==> src/rtl/log2_db_avg.sv <==
// log2_db_avg
//   Block-averages 2**AVG_LOG2 signed fixed-point log2 samples, scales the
//   mean to decibels (x 10*log10(2)), rounds half up, saturates, and queues
//   the results in a show-ahead FIFO behind a valid/ready output.
//   The input side never stalls. A finished result that finds the FIFO full
//   is dropped and flagged on overrun_o.
// Ports
//   clock      rising-edge clock
//   reset      synchronous, active-high
//   log2_i     signed log2 sample, IN_POINT fractional bits
//   valid_i    log2_i valid this cycle
//   flush_i    discard the partially accumulated block
//   db_o       signed mean level in dB, OUT_POINT fractional bits (FIFO head)
//   valid_o    db_o valid (FIFO not empty)
//   ready_i    consumer accepts db_o when valid_o & ready_i
//   overrun_o  1-cycle pulse: finished result dropped because the FIFO was full
module log2_db_avg #(
    parameter int IN_WIDTH   = 21,
    parameter int IN_POINT   = 15,
    parameter int AVG_LOG2   = 4,
    parameter int OUT_WIDTH  = 16,
    parameter int OUT_POINT  = 8,
    parameter int FIFO_DEPTH = 4
) (
    input  logic                        clock,
    input  logic                        reset,
    input  logic signed [IN_WIDTH-1:0]  log2_i,
    input  logic                        valid_i,
    input  logic                        flush_i,
    output logic signed [OUT_WIDTH-1:0] db_o,
    output logic                        valid_o,
    input  logic                        ready_i,
    output logic                        overrun_o
);

    localparam int ACC_W  = IN_WIDTH + AVG_LOG2;
    localparam int K_W    = 19;  // 18-bit unsigned constant plus a zero sign bit
    localparam int PROD_W = IN_WIDTH + K_W;
    localparam int SH     = IN_POINT + 16 - OUT_POINT;
    localparam int RW     = PROD_W + 1 - SH;
    localparam int PTR_W  = $clog2(FIFO_DEPTH);
    localparam int CNT_W  = $clog2(FIFO_DEPTH + 1);

    // 10*log10(2) in Q2.16
    localparam logic signed [K_W-1:0]    K      = 19'sd197283;
    localparam logic signed [PROD_W:0]   HALF   = {{(PROD_W-SH+1){1'b0}}, 1'b1, {(SH-1){1'b0}}};
    localparam logic signed [RW-1:0]     SAT_HI = RW'((2 ** (OUT_WIDTH - 1)) - 1);
    localparam logic signed [RW-1:0]     SAT_LO = ~SAT_HI;
    localparam logic [AVG_LOG2-1:0]      CNT_MAX = '1;
    localparam logic [CNT_W-1:0]         FULL_CNT = CNT_W'(FIFO_DEPTH);

    // Round half up at bit SH, then clamp into the OUT_WIDTH signed range.
    // The extra top bit keeps the rounding add from wrapping.
    function automatic logic signed [OUT_WIDTH-1:0] round_sat(input logic signed [PROD_W-1:0] p);
        logic signed [PROD_W:0] s;
        logic signed [RW-1:0]   r;
        s = {p[PROD_W-1], p} + HALF;
        r = RW'(s >>> SH);
        if (r > SAT_HI)
            return OUT_WIDTH'(SAT_HI);
        else if (r < SAT_LO)
            return OUT_WIDTH'(SAT_LO);
        else
            return OUT_WIDTH'(r);
    endfunction

    logic signed [ACC_W-1:0]     acc;
    logic [AVG_LOG2-1:0]         cnt;
    logic signed [ACC_W-1:0]     sample_ext;
    logic signed [ACC_W-1:0]     block_sum;

    logic signed [IN_WIDTH-1:0]  mean_p1;
    logic                        vld_p1;
    logic signed [PROD_W-1:0]    prod_p2;
    logic                        vld_p2;
    logic signed [OUT_WIDTH-1:0] res_p3;
    logic                        vld_p3;

    assign sample_ext = {{AVG_LOG2{log2_i[IN_WIDTH-1]}}, log2_i};
    assign block_sum  = acc + sample_ext;

    // ---- stage 1: accumulate, emit floor mean on the last sample of a block
    always_ff @(posedge clock) begin
        if (reset) begin
            acc    <= '0;
            cnt    <= '0;
            vld_p1 <= 1'b0;
        end else begin
            vld_p1 <= 1'b0;
            if (flush_i) begin
                // A sample arriving with flush starts the new block.
                acc <= valid_i ? sample_ext : '0;
                cnt <= valid_i ? AVG_LOG2'(1) : '0;
            end else if (valid_i) begin
                if (cnt == CNT_MAX) begin
                    acc    <= '0;
                    cnt    <= '0;
                    vld_p1 <= 1'b1;
                end else begin
                    acc <= block_sum;
                    cnt <= cnt + 1'b1;
                end
            end
        end
    end

    always_ff @(posedge clock) begin
        if (valid_i && !flush_i && cnt == CNT_MAX)
            mean_p1 <= IN_WIDTH'(block_sum >>> AVG_LOG2);
    end

    // ---- stage 2: scale to dB
    // ---- stage 3: round and saturate
    always_ff @(posedge clock) begin
        if (reset) begin
            vld_p2 <= 1'b0;
            vld_p3 <= 1'b0;
        end else begin
            vld_p2 <= vld_p1;
            vld_p3 <= vld_p2;
        end
    end

    always_ff @(posedge clock) begin
        prod_p2 <= PROD_W'(mean_p1) * PROD_W'(K);
        res_p3  <= round_sat(prod_p2);
    end

    // ---- result FIFO (show-ahead)
    logic signed [OUT_WIDTH-1:0] mem [FIFO_DEPTH];
    logic [PTR_W-1:0]            wr_ptr;
    logic [PTR_W-1:0]            rd_ptr;
    logic [CNT_W-1:0]            count;
    logic                        full;
    logic                        pop;
    logic                        push;

    assign valid_o = (count != '0);
    assign full    = (count == FULL_CNT);
    assign pop     = valid_o & ready_i;
    // A pop frees the slot in the same cycle, so full+pop still accepts.
    assign push    = vld_p3 & (~full | pop);
    assign db_o    = mem[rd_ptr];

    always_ff @(posedge clock) begin
        if (reset) begin
            wr_ptr    <= '0;
            rd_ptr    <= '0;
            count     <= '0;
            overrun_o <= 1'b0;
            for (int i = 0; i < FIFO_DEPTH; i++)
                mem[i] <= '0;
        end else begin
            overrun_o <= vld_p3 & full & ~pop;
            if (push) begin
                mem[wr_ptr] <= res_p3;
                wr_ptr      <= wr_ptr + 1'b1;
            end
            if (pop)
                rd_ptr <= rd_ptr + 1'b1;
            case ({push, pop})
                2'b10:   count <= count + 1'b1;
                2'b01:   count <= count - 1'b1;
                default: count <= count;
            endcase
        end
    end

endmodule
==> config.mk <==
export PLATFORM = sky130hd
export DESIGN_NAME = log2_db_avg
export DESIGN_NICKNAME = d
export VERILOG_FILES = /design/src/rtl/log2_db_avg.sv
export SDC_FILE = /design/constraint.sdc
export NUM_CORES = 1
export LEC_CHECK = 0
export CAP_MARGIN = 15
export CORE_MARGIN = 1.5
export CORE_UTILIZATION = 50
export DETAILED_ROUTE_END_ITERATION = 10
export PLACE_DENSITY = 0.78
export SLEW_MARGIN = 30
export SYNTH_ARGS = -nofsm -noshare
export SYNTH_HDL_FRONTEND = slang
export SYNTH_SLANG_ARGS = --single-unit
==> constraint.sdc <==
create_clock -name clock -period 7 [get_ports clock]
set_input_delay 0.7 -clock clock [delete_from_list [all_inputs] [get_ports clock]]
set_output_delay 0.7 -clock clock [all_outputs]
set_load 0.02 [all_outputs]
==> results.ini, run 1 <==
[clock_tree]
cts_max_level = 4
numCtsBuffers = 17
clockBufferDepth = 2
clockRootBuffer = clkbuf_16
clk_pin_slew_ps = 70
cts_tree = done
clk_latency_ps = 440
cts_hold_buf = 0
post_cts_buffers = 0
ctsResizeCount = 0
clkSinkCount = 161

[logic_synthesis]
yosys.cell_count.top_type = inv_1
synth_top_cell_by_area = edfxtp_1
synth_cell_types = 63
synth_seq_cells = 161
synth_flop_cell = edfxtp_1
synth_cells = 1363
yosys_warnings = 0
synth_commonest_cells = inv_1, ha_1, nor2_1, fa_1, nand2_1
syn_avg_cell_area_um2 = 9.85
synth_edf_count = 85
yosys.area.top_type_share_pct = 19.0
synth_nets = 1681
synthesis.area_mm2 = 0.0134
synth-seq-area-share_pct = 30.3
async_flop_share_pct = 0
synthTopCellsByArea = edfxtp_1, ha_1, fa_1, dfxtp_1, inv_1

[setup_path]
rrSetupSlack_ps = 1250
crit_path_start_kind = flip-flop
slowest_delay_ps = 760
crit_arrival_ps = 6070
cp_cell_sequence = clkinv_1 > fa_1 > inv_1 > ha_1 > fa_1 > fa_1 > inv_1 > fa_1 > inv_1 > ha_1 > a21oi_1 > o21ai_1 > a21oi_1 > o21ai_0 > a31oi_1 > o21ai_1 > xor2_1
crit_start = mean_p1[20]
reg2reg_from = mean_p1[20]
worstReg2RegEnd = prod_p2[38]
crit_top_cell = fa_1
worstPathRequired_ps = 7320
crit_fanout = 15
criticalPathCategory = flip-flop to flip-flop
crit_slowest_cell = edfxtp_1
endpoint_kind = flip-flop
crit_buf_inv = 4
cp_top_family = adder cells
reg2reg_depth = 17

[pwr]
p_clk_share_pct = 38.9
power.switching_mw = 0.719
p_leak_nw = 6.80
ir_worst_vdd_mv = 0.159
comb_power_share_pct = 17.3
p_int_mw = 1.76
power_density_mw_per_mm2 = 167
swShare_pct = 29.0
pwr-share-seq_pct = 43.8

[final_layout]
final_cell_count_no_fill = 1747
postLayoutCoreUtil_pct = 56.5
nNetsFinal = 1717
diodes = 0
area_growth_pct = 10.4
drive_above_1_share_pct = 4.67

[sta]
setup_viol = 0
rsz0062_at_grt = no
period_share_pct = 82.1
layout_min_cycle_time_ps = 5750
max_slew_margin_pct = 37.4
slew_violations = 0
fin_tns_setup_ps = 0
tightest_slew_ps = 938
hold_ws_ps = 438
skew_ps = 14.4
max_freq_mhz = 174
hold_viol = 0
worst_slack_ps = 1250

[drt]
dr.pass1.iters = 5
drt_iter0_drc = 601
vias = 9589
wirelength_mm = 29.0
wire_per_inst_um = 16.6
drc_errors = 0
drtAntennaViolNets = 0
vias_per_cell = 5.49

[placed_design]
placed_cells = 1715
dp_hpwl_mm = 22.2
pre_cts_ws_ps = 1290
io_buffers = 43
routabilityCongestion = 0.934

[hold_path]
min_from = vld_p2
whs_path_depth = 1
hold_class = flip-flop to flip-flop
hold_end = vld_p3

[floorplan]
ios = 44
dieArea_mm2 = 0.0278
die_h_um = 167
start_util_pct = 51.2
core_area_mm2 = 0.0262
rows = 59
die_w_um = 167

[job]
cap_violations = 0

[status]
status = complete, no violations

[global_routing]
grt_usage_pct = 21.6
grt_pass1_vias = 10000
grt_max_degree = 50
gr-total-overflow = 0
antenna_found_initial = 0
grt_pass1_wl_mm = 47.9

## layer usage
| layer | part of all wire (%) | routed length (um) | GRT usage (%) | vias to the layer above |
|---|---|---|---|---|
| met3 | 3.7 | 1080 | 3.52 | 66 |
| met1 | 42 | 12100 | 24.6 | 4531 |
| met5 | 0 | 0 | 0 | - |
| li1 | - | - | - | 4740 |
| met4 | 3.4 | 985 | 8.93 | 0 |
| met2 | 51 | 14900 | 39.9 | 252 |
## flip-flops by register name, indices dropped and copies added (netlist names), named ones only
register and count:
mem 64, acc 25, mean_p1 21, prod_p2 18
res_p3 16, cnt 4, count 3, rd_ptr 2
wr_ptr 2, overrun_o 1, vld_p1 1, vld_p2 1
vld_p3 1
## layout make-up
class | count | area [um^2]
clock inverter | 14 | 171
inverter | 229 | 860
clock buffer | 18 | 429
timing repair buffer | 50 | 478
sequential | 161 | 4080
multi-input combinational | 940 | 8390
fill | 2179 | 11400
tap | 335 | 419
## kinds of logic after synthesis
kind of cell               count (synthesis)  synth area share [%]
buffers and inverters                    262                  7.33
xor gates and xnor gates                  78                  5.09
AOI/OAI and AO/OA                        258                  12.1
muxes                                     20                  2.98
adders and majority gates                292                  32.3
DFF                                      161                  30.3
and+or+nand+nor                          292                  9.88
## cells in the final DEF, fill, tap and decap left out, drive strengths merged, types with 42 or more instances in the layout
| master | n |
|---|---|
| o21ai | 72 |
| a21oi | 77 |
| edfxtp | 85 |
| nor2 | 95 |
| inv | 234 |
| fa | 91 |
| dfxtp | 76 |
| nand2 | 88 |
| xnor2 | 48 |
| clkdlybuf4s50 | 42 |
| ha | 201 |
## power by group through the flow
| stage | combinational [mW] | clock, mW | sequential [mW] |
|---|---|---|---|
| final | 0.429 | 0.965 | 1.09 |
| after global routing | 0.464 | 1.02 | 1.09 |
| after CTS | 0.428 | 0.977 | 1.09 |
| after detailed placement | 0.427 | 0 | 1.11 |
| after global placement | 0.418 | 0 | 1.11 |
| after floorplan | 0.318 | 0 | 1.07 |
## metrics by stage
stage / total power, mW / area (um^2)
after floorplan: 1.39 / 13400
after global placement: 1.52 / 14200
after detailed placement: 1.54 / 14200
after CTS: 2.49 / 14800
after global routing: 2.58 / 14800
final: 2.48 / 14800
## how the worst max path moves through the flow
stage / depth (start not counted) / slack [ps] / to
2_1_floorplan: 17 / 1500 / prod_p2[38]
6_report: 17 / 1250 / prod_p2[38]
4_1_cts: 17 / 1230 / prod_p2[38]
3_5_place_dp: 17 / 1290 / prod_p2[38]
3_3_place_gp: 17 / 1450 / prod_p2[38]
5_1_grt: 17 / 800 / prod_p2[38]
Note: power is estimated with default switching activity, not from simulation.
==> run 2: changes to the inputs <==
clock period = 5.65 ns   (was 7 ns; I/O delays follow)
==> run 2 against run 1 <==
Against the previous run: clock power rose by 28%; core utilization grew 0.15 points; worst hold slack better by 6.3 ps; largest cell class unchanged.
==> results.ini, run 2 (same netlist as run 1, synthesis figures left out) <==
[status]
status = complete, no violations

[final_layout]
final_cell_count_no_fill = 1748
regMostFlops = mem
drive_above_1_share_pct = 4.95
final_cell_mix = inv_1, ha_1, nor2_1, fa_1, nand2_1
diodes = 0
largest_reg_flops = 64
mostFrequentLayoutCell = inv_1
largestRegisters = mem (64), acc (25), mean_p1 (21)
design_area_mm2 = 0.0149
area_growth_pct = 10.7
nNetsFinal = 1718

[drt]
dr.pass1.iters = 5
drc_errors = 0
drtAntennaViolNets = 0
wire_per_inst_um = 16.4
vias = 9515
drt_iter0_drc = 586
wirelength_mm = 28.7
vias_per_cell = 5.44

[clock_tree]
cts_tree = done
clk_latency_ps = 440
cts_hold_buf = 0
cts_max_level = 4
clockRootBuffer = clkbuf_16
clockBufferDepth = 2
post_cts_buffers = 0
numCtsBuffers = 17
clkSinkCount = 161
clk_pin_slew_ps = 80

[floorplan]
die_w_um = 167
dieArea_mm2 = 0.0278
ios = 44
core_area_mm2 = 0.0262
start_util_pct = 51.2
die_h_um = 167
rows = 59

[pwr]
swShare_pct = 29.6
p_clk_share_pct = 40.0
p_leak_nw = 6.82
power_density_mw_per_mm2 = 210
p_int_mw = 2.19
power.switching_mw = 0.921
comb_power_share_pct = 16.9
total_power_mw = 3.11
pwr-share-seq_pct = 43.2
ir_worst_vdd_mv = 0.168

[sta]
max_slew_margin_pct = 37.6
hold_viol = 0
tightest_slew_ps = 936
setup_viol = 0
fin_tns_setup_ps = 0
period_share_pct = 95.6
rsz0062_at_grt = no
skew_ps = 17.9
slew_violations = 0
max_freq_mhz = 185
layout_min_cycle_time_ps = 5400

[global_routing]
grt_usage_pct = 21.3
grt_pass1_wl_mm = 47.0
grt_max_degree = 50
antenna_found_initial = 0
gr-total-overflow = 0
grt_pass1_vias = 9597

[placed_design]
io_buffers = 43
post_dp_cell_area_mm2 = 0.0142
dp_hpwl_mm = 22.4
placed_cells = 1716
routabilityCongestion = 0.956

[setup_path]
crit_arrival_ps = 5720
endpoint_kind = flip-flop
crit_path_start_kind = flip-flop
crit_fanout = 5
worstPathRequired_ps = 5970
criticalPathCategory = flip-flop to flip-flop

[job]
cap_violations = 0

[hold_path]
hold_class = flip-flop to flip-flop

==> run 2: cell types whose count changed in the layout (fill, tap and decap cells not counted), sizes merged <==
cell and delta:
inv +1, clkbuf -1, buf +1
==> run 2: worst max-delay path, stage by stage (launching register included) <==
cell,delay (ps)
edfxtp_1,530
ha_1,370
fa_1,470
ha_1,230
fa_1,530
inv_1,50
fa_1,460
fa_1,540
inv_1,40
ha_1,340
a21oi_1,240
o22ai_1,130
a2111oi_0,510
a221oi_1,260
o21ai_1,300
nand3_1,130
xor2_1,150
==> run 2: timing repair <==
item,in CTS,in global routing
gates resized for setup,0,2
hold endpoints to repair,0,0
endpoints found under the setup margin,0,3
==> run 2: per-layer routing <==
| metal | vias to the layer above | GRT usage, % | routed length [um] |
|---|---|---|---|
| li1 | 4744 | - | - |
| met1 | 4499 | 25.0 | 12200 |
| met2 | 216 | 39.4 | 14800 |
| met3 | 56 | 2.78 | 909 |
| met4 | 0 | 7.91 | 803 |
| met5 | - | 0 | 0 |
==> run 2: path summary, 6_finish.rpt <==
check / cells past startpoint / slack, ps / startpoint / endpoint
max: 16 / 250 / mean_p1[7] / prod_p2[28]
min reg2reg: 1 / 440 / vld_p2 / vld_p3
min: 1 / 440 / vld_p2 / vld_p3
max reg2reg: 16 / 250 / mean_p1[7] / prod_p2[28]
==> run 2: layout make-up <==
cell class	count	area, um^2
Clock buffer	17	425
Clock inverter	15	206
Fill cell	2207	11300
Inverter	229	860
Multi-Input combinational cell	940	8390
Sequential cell	161	4080
Tap cell	335	419
Timing Repair Buffer	51	485
==> run 2: power by group through the flow <==
stage	registers (mW)	clock network, mW	logic, mW
2_1_floorplan	1.33	0	0.394
3_3_place_gp	1.37	0	0.518
3_5_place_dp	1.37	0	0.524
4_1_cts	1.35	1.26	0.526
5_1_grt	1.36	1.31	0.571
6_report	1.34	1.24	0.525
==> run 2: per-stage QoR <==
step           setup slack, ps  hold WS [ps]  util, %
3_5_place_dp               266           429     54.3
5_1_grt                   77.5           472     56.7
4_1_cts                    226           448     56.7
2_1_floorplan              154           414        -
3_3_place_gp               269           426     54.2
6_report                   248           444     56.7
